$ cat config.mk
export PLATFORM = sky130hd
export DESIGN_NAME = div_unit
export DESIGN_NICKNAME = d
export VERILOG_FILES = /design/src/rtl/div_unit.sv
export SDC_FILE = /design/constraint.sdc
export NUM_CORES = 1
export LEC_CHECK = 0
export ABC_AREA = 1
export CAP_MARGIN = 20
export CORE_MARGIN = 4
export CORE_UTILIZATION = 30
export CTS_BUF_LIST = sky130_fd_sc_hd__clkbuf_4
export DETAILED_ROUTE_END_ITERATION = 8
export HOLD_SLACK_MARGIN = 0.1
export SYNTH_ARGS = -nofsm -noshare
export SYNTH_HDL_FRONTEND = slang
export SYNTH_SLANG_ARGS = --single-unit
$ cat constraint.sdc
create_clock -name clk -period 8.6 [get_ports clk]
set_clock_uncertainty 0.1 [all_clocks]
set_input_delay 2.15 -clock clk [delete_from_list [all_inputs] [get_ports clk]]
set_output_delay 2.15 -clock clk [all_outputs]
set_load 0.02 [all_outputs]
$ cat src/rtl/div_unit.sv
// Iterative restoring divider for DIV/DIVU/REM/REMU. It produces one quotient bit per cycle.
// Divide-by-zero and signed overflow are resolved at acceptance and skip the iteration phase.
module div_unit #(
    parameter int WIDTH = 32
) (
    input  logic             clk,
    input  logic             reset,
    input  logic             start,
    input  logic [1:0]       op,
    input  logic [WIDTH-1:0] dividend,
    input  logic [WIDTH-1:0] divisor,
    input  logic             kill,
    output logic             busy,
    output logic             done,
    output logic [WIDTH-1:0] result
);

    localparam int CNT_W = $clog2(WIDTH) + 1;
    localparam logic [CNT_W-1:0] LAST_ITER = CNT_W'(WIDTH - 1);
    localparam logic [WIDTH-1:0] MIN_VAL   = {1'b1, {(WIDTH-1){1'b0}}};

    typedef enum logic [1:0] {
        IDLE = 2'd0,
        RUN  = 2'd1,
        DONE = 2'd2
    } state_t;

    state_t           state_q, state_d;
    logic [CNT_W-1:0] cnt_q, cnt_d;
    logic [WIDTH-1:0] quo_q, quo_d;
    logic [WIDTH-1:0] rem_q, rem_d;
    logic [WIDTH-1:0] dvsr_q, dvsr_d;
    logic             isRem_q, isRem_d;
    logic             negQ_q, negQ_d;
    logic             negR_q, negR_d;
    logic [WIDTH-1:0] result_q, result_d;
    logic             busy_q, busy_d;
    logic             done_q, done_d;

    logic             isSigned;
    logic             dividendNeg;
    logic             divisorNeg;
    logic [WIDTH-1:0] magA;
    logic [WIDTH-1:0] magB;
    logic             divByZero;
    logic             overflow;

    logic [WIDTH:0]   remShift;
    logic [WIDTH:0]   remDiff;
    logic             qBit;
    logic [WIDTH-1:0] remNext;
    logic [WIDTH-1:0] quoNext;
    logic [WIDTH-1:0] finalQ;
    logic [WIDTH-1:0] finalR;

    assign isSigned    = ~op[0];
    assign dividendNeg = isSigned & dividend[WIDTH-1];
    assign divisorNeg  = isSigned & divisor[WIDTH-1];
    assign magA        = dividendNeg ? -dividend : dividend;
    assign magB        = divisorNeg  ? -divisor  : divisor;
    assign divByZero   = (divisor == '0);
    assign overflow    = isSigned && (dividend == MIN_VAL) && (divisor == '1);

    // quo_q starts as the dividend magnitude; quotient bits shift in from the LSB as dividend bits leave at the MSB.
    // The remainder always fits in WIDTH bits, so only the shifted trial value needs the extra bit.
    assign remShift = {rem_q, quo_q[WIDTH-1]};
    assign remDiff  = remShift - {1'b0, dvsr_q};
    assign qBit     = ~remDiff[WIDTH];
    assign remNext  = qBit ? remDiff[WIDTH-1:0] : remShift[WIDTH-1:0];
    assign quoNext  = {quo_q[WIDTH-2:0], qBit};
    assign finalQ   = negQ_q ? -quoNext : quoNext;
    assign finalR   = negR_q ? -remNext : remNext;

    always_comb begin
        state_d  = state_q;
        cnt_d    = cnt_q;
        quo_d    = quo_q;
        rem_d    = rem_q;
        dvsr_d   = dvsr_q;
        isRem_d  = isRem_q;
        negQ_d   = negQ_q;
        negR_d   = negR_q;
        result_d = result_q;

        unique case (state_q)
            IDLE: begin
                if (start && !kill) begin
                    cnt_d   = '0;
                    quo_d   = magA;
                    rem_d   = '0;
                    dvsr_d  = magB;
                    isRem_d = op[1];
                    negQ_d  = dividendNeg ^ divisorNeg;
                    negR_d  = dividendNeg;
                    if (divByZero) begin
                        result_d = op[1] ? dividend : '1;
                        state_d  = DONE;
                    end else if (overflow) begin
                        result_d = op[1] ? '0 : MIN_VAL;
                        state_d  = DONE;
                    end else begin
                        state_d = RUN;
                    end
                end
            end
            RUN: begin
                if (kill) begin
                    state_d = IDLE;
                end else begin
                    quo_d = quoNext;
                    rem_d = remNext;
                    cnt_d = cnt_q + CNT_W'(1);
                    if (cnt_q == LAST_ITER) begin
                        result_d = isRem_q ? finalR : finalQ;
                        state_d  = DONE;
                    end
                end
            end
            DONE: begin
                state_d = IDLE;
            end
            default: begin
                state_d = IDLE;
            end
        endcase

        busy_d = (state_d != IDLE);
        done_d = (state_d == DONE);
    end

    always_ff @(posedge clk) begin
        if (reset) begin
            state_q  <= IDLE;
            cnt_q    <= '0;
            quo_q    <= '0;
            rem_q    <= '0;
            dvsr_q   <= '0;
            isRem_q  <= 1'b0;
            negQ_q   <= 1'b0;
            negR_q   <= 1'b0;
            result_q <= '0;
            busy_q   <= 1'b0;
            done_q   <= 1'b0;
        end else begin
            state_q  <= state_d;
            cnt_q    <= cnt_d;
            quo_q    <= quo_d;
            rem_q    <= rem_d;
            dvsr_q   <= dvsr_d;
            isRem_q  <= isRem_d;
            negQ_q   <= negQ_d;
            negR_q   <= negR_d;
            result_q <= result_d;
            busy_q   <= busy_d;
            done_q   <= done_d;
        end
    end

    assign busy   = busy_q;
    assign done   = done_q;
    assign result = result_q;

endmodule

==> Flow_metrics.wiki <==
{| class="wikitable"
! Metric !! Value
|-
| P per Cell Area || around 130 nW/um2
|-
| Cts bufs inserted || 17
|-
| Library cell appearing most often on the critical path || sky130_fd_sc_hd__inv_1
|-
| DIE WIDTH || 213 um
|-
| Total negative setup slack || 0 ns
|-
| Starting density of the core || 30.3%
|-
| Maximum fanout along the worst path || 44
|-
| Standby leakage power || 0.00675 uW
|-
| Iteration-0 DRC count of the detailed router || approximately 1100
|-
| Maximum level of the CTS H-tree || 4
|-
| Maximum count of clock buffers along a single path || 2
|-
| Time the final worst path needs with I/O delays and setup || 5.91 ns
|-
| First-pass iteration count of the detailed router || 7
|-
| Clock transition at the registers of the reported paths || 0.14 ns
|-
| Dominant combinational cell family by area after synthesis || simple AND/OR/NAND/NOR gates
|-
| Die Ht || 213 um
|-
| Adder-cell share of the synthesized area || 3.91%
|-
| Worst supply voltage drop on vdd || 66.0 uV
|-
| Post-Synthesis Mean Instance Area || 5.73 um2
|-
| Crit end category || register
|-
| Post-route fraction of the period consumed by the critical path || between 60% and 70%
|-
| Largest net degree at the start of global routing || between 70 and 80
|-
| Count of buffers added by post-CTS timing repair for setup || 0
|-
| EDFF count, synth || 0
|-
| Met2 track utilization from global routing || 32.8%
|-
| Detail-routed net length per standard cell || 16.2 um
|-
| Xor and xnor area share after synthesis || under 10%
|-
| Net total in the final layout || 2363
|-
| Synthesized-area fraction occupied by ao, oa, aoi and oai cells || 18.2%
|-
| CP Data Required Time || 9.00 ns
|-
| Number of max-slew violations in the final report || 0
|-
| Hold_ws || 0.374 ns
|-
| CTS Hold Buffers Added || 0
|-
| Yosys warnings || 0
|-
| Number of nets produced by synthesis || about 2300
|-
| Async set-reset flop share out of synthesis || 0%
|-
| Syn-to-layout area delta || 13.6%
|-
| Most utilized layer in the global route result || met2
|-
| Clock root buffer master || sky130_fd_sc_hd__clkbuf_4
|-
| Fin worst setup slack || ~2.7 ns
|-
| Antenna violations before repair || 1
|-
| Gate count of the mapped netlist || 2208
|-
| Skew-Pair Late Insertion Delay || 0.61 ns
|-
| Number of global-route vias before repair || approximately 13000
|-
| Status || finished, final reports clean
|-
| RSZ-0062 raised after global routing || no
|-
| Cell breakdown of the critical path || clkdlybuf4s50_1 > inv_1 > nand2_1 > inv_1 > nand2_1 > inv_1 > nor2_4 > inv_1 > nand3_2 > buf_4 > inv_1 > o21ai_0 > a21oi_1 > nor2_1
|-
| Post-synthesis mux area share || 0%
|-
| Number of distinct library cells after synthesis || 50
|-
| Remaining max-slew budget at the tightest pin || between 20% and 30%
|-
| GRT Util Overall || around a fifth
|-
| Part of the Yosys area used for sequential elements || 22.3%
|-
| Via count normalized by instance count || 5.05
|-
| Dominant register cell in the synthesized netlist || sky130_fd_sc_hd__dfxtp_1
|-
| Number of nets with antenna violations after detailed routing || 0
|-
| Arrival time at the worst endpoint || 6.31 ns
|-
| Final HPWL DP || roughly 35000 um
|-
| Met1 track demand over resource in global routing || 27.3%
|-
| Worst Setup Slack post-DPL || 2.07 ns
|-
| Hold Violations, Final || 0
|-
| Count of port buffers added during placement || 103
|-
| Category of the most critical setup path || input pin to register
|-
| Non-Filler Instances || 2808
|-
| DRC violations left || 0
|-
| GRT met3 Usage || under 10%
|-
| Congestion Overflow GR || 0
|-
| Number of register bits inferred by synthesis || 141
|-
| Max-cap violation count || 0
|-
| Design Power || ~1800 uW
|-
| Post-cts sizing count || 0
|-
| Via total after detailed routing || 14179
|-
| Share of final-layout standard cells stronger than drive strength 1 || roughly 5.5%
|-
| Total die area || 45600 um2
|-
| Post-detailed-routing wire length || between 40000 and 50000 um
|-
| Peak clock frequency supported by timing || 169 MHz
|-
| Critical Path Start Type || input pin
|-
| Top-level port count || 104
|-
| RePlAce Congestion || 0.914
|-
| Total clock sinks || 141
|-
| Sum of buffers and inverters on the critical path || 7
|-
| Global-route wire length before repair || 71600 um
|-
| Delay of the slowest cell on the worst path || a little over 0.9 ns
|-
| Post-synthesis instance area || 12700 um2
|-
| Cell family contributing the most delay on the critical path || buffers and inverters
|-
| Class of the tightest hold or removal check || register to register
|-
| Standard-cell row count || 75
|-
| Post-synthesis share of cell area spent on and, or, nand and nor gates || 39.2%
|-
| Setup violations, final || 0
|-
| Clock tree from TritonCTS || done
|-
| Cell with the largest stage delay on the worst path || sky130_fd_sc_hd__inv_1
|-
| Placeable core region || 41900 um2
|-
| Transition time at the pin with the least slew margin || between 1 and 1.5 ns
|-
| Placed Cells incl. Taps || ~2800
|}
[path summary, 6_finish.rpt]
check	to	slack, ns	depth (start not counted)	from
max	result[19]	2.69	14	kill
min	result[11]	0.37	2	result[11]
max reg2reg	result[30]	3.45	30	quo_q[31]
min reg2reg	result[11]	0.37	2	result[11]
[layout by cell type (no fill, tap or decap), drive strengths merged, types with 35 or more instances in the layout]
master and instances:
dfxtp 141, a21oi 213, o21ai 151, inv 311, clkdlybuf4s50 102, xor2 36
nor2 226, nand2 680, nand3 156, ha 38, nor3 35
[power by group]
| part | total [uW] | switching [uW] | internal, uW |
|---|---|---|---|
| sequential | 704 | 24.1 | 679 |
| combinational | 648 | 438 | 210 |
| clock | 481 | 300 | 182 |
[synthesized netlist by cell type, types with 3 or more instances]
master	instances	area [um2]
sky130_fd_sc_hd__nand3_1	150	751
sky130_fd_sc_hd__buf_6	4	45.0
sky130_fd_sc_hd__o21bai_1	3	22.5
sky130_fd_sc_hd__xnor2_1	25	219
sky130_fd_sc_hd__nor2_4	7	78.8
sky130_fd_sc_hd__nand2_4	11	124
sky130_fd_sc_hd__nor2_2	7	43.8
sky130_fd_sc_hd__a21o_1	5	37.5
sky130_fd_sc_hd__a31oi_1	10	62.6
sky130_fd_sc_hd__nor3_1	33	165
sky130_fd_sc_hd__nor4_1	8	50.1
sky130_fd_sc_hd__o21ai_0	145	726
sky130_fd_sc_hd__clkbuf_1	68	255
sky130_fd_sc_hd__nand2_2	22	138
sky130_fd_sc_hd__o31ai_1	3	22.5
sky130_fd_sc_hd__nand4_1	30	188
sky130_fd_sc_hd__nor2_1	212	796
sky130_fd_sc_hd__a21oi_2	6	52.6
sky130_fd_sc_hd__xor2_1	36	315
sky130_fd_sc_hd__or2_2	6	37.5
sky130_fd_sc_hd__nand2_1	647	2430
sky130_fd_sc_hd__nand3_2	4	40.0
sky130_fd_sc_hd__inv_1	298	1120
sky130_fd_sc_hd__buf_2	5	25.0
sky130_fd_sc_hd__o21ai_1	5	25.0
sky130_fd_sc_hd__ha_1	38	475
sky130_fd_sc_hd__buf_4	3	22.5
sky130_fd_sc_hd__and2_1	3	18.8
sky130_fd_sc_hd__nand3b_1	4	30.0
sky130_fd_sc_hd__o22ai_1	5	31.3
sky130_fd_sc_hd__a21oi_1	206	1030
sky130_fd_sc_hd__dfxtp_1	141	2820
sky130_fd_sc_hd__inv_2	6	22.5
sky130_fd_sc_hd__o221ai_1	15	131
sky130_fd_sc_hd__buf_1	6	22.5
sky130_fd_sc_hd__o211ai_1	14	105
[metrics by stage]
| step | util [%] | instance area, um2 |
|---|---|---|
| 2_1_floorplan | - | 12700 |
| 3_3_place_gp | 33.6 | 14100 |
| 3_5_place_dp | 33.6 | 14100 |
| 4_1_cts | 34.3 | 14400 |
| 5_1_grt | 34.4 | 14400 |
| 6_report | 34.4 | 14400 |
[layer usage]
metal / routed length, um / vias to the layer above
met1: 21100 / 6457
met2: 21100 / 455
met5: 0 / -
met3: 2280 / 58
li1: - / 7209
met4: 896 / 0
[final cells by class]
class / instances / area [um2]
antenna: 2 / 5.00
clock buffer: 17 / 128
clock inverter: 15 / 174
fill: 4786 / 27500
inverter: 306 / 1150
multi-input combinational: 1674 / 8320
sequential: 141 / 2820
tap: 539 / 674
timing repair buffer: 114 / 1110
[tightest hold or removal path: stages (launching register included)]
cell and delay (ns):
sky130_fd_sc_hd__dfxtp_1 0.34, sky130_fd_sc_hd__nand2_1 0.06, sky130_fd_sc_hd__a21oi_1 0.05
[cell families after synthesis]
| family | after synthesis |
|---|---|
| DFF | 141 |
| and+or+nand+nor | 1152 |
| buffers and inverters | 393 |
| adders and majority gates | 39 |
| AOI/OAI and AO/OA | 422 |
| xor gates and xnor gates | 61 |
[sequential cells by signal, summed over array words and instances (netlist names)]
signal   flops
done         1
busy         1
negR_q       1
rem_q       32
result      32
quo_q       32
cnt_q        6
dvsr_q      32
isRem_q      1
negQ_q       1
state_q      2
No activity file was read; power rests on OpenSTA's default activity.
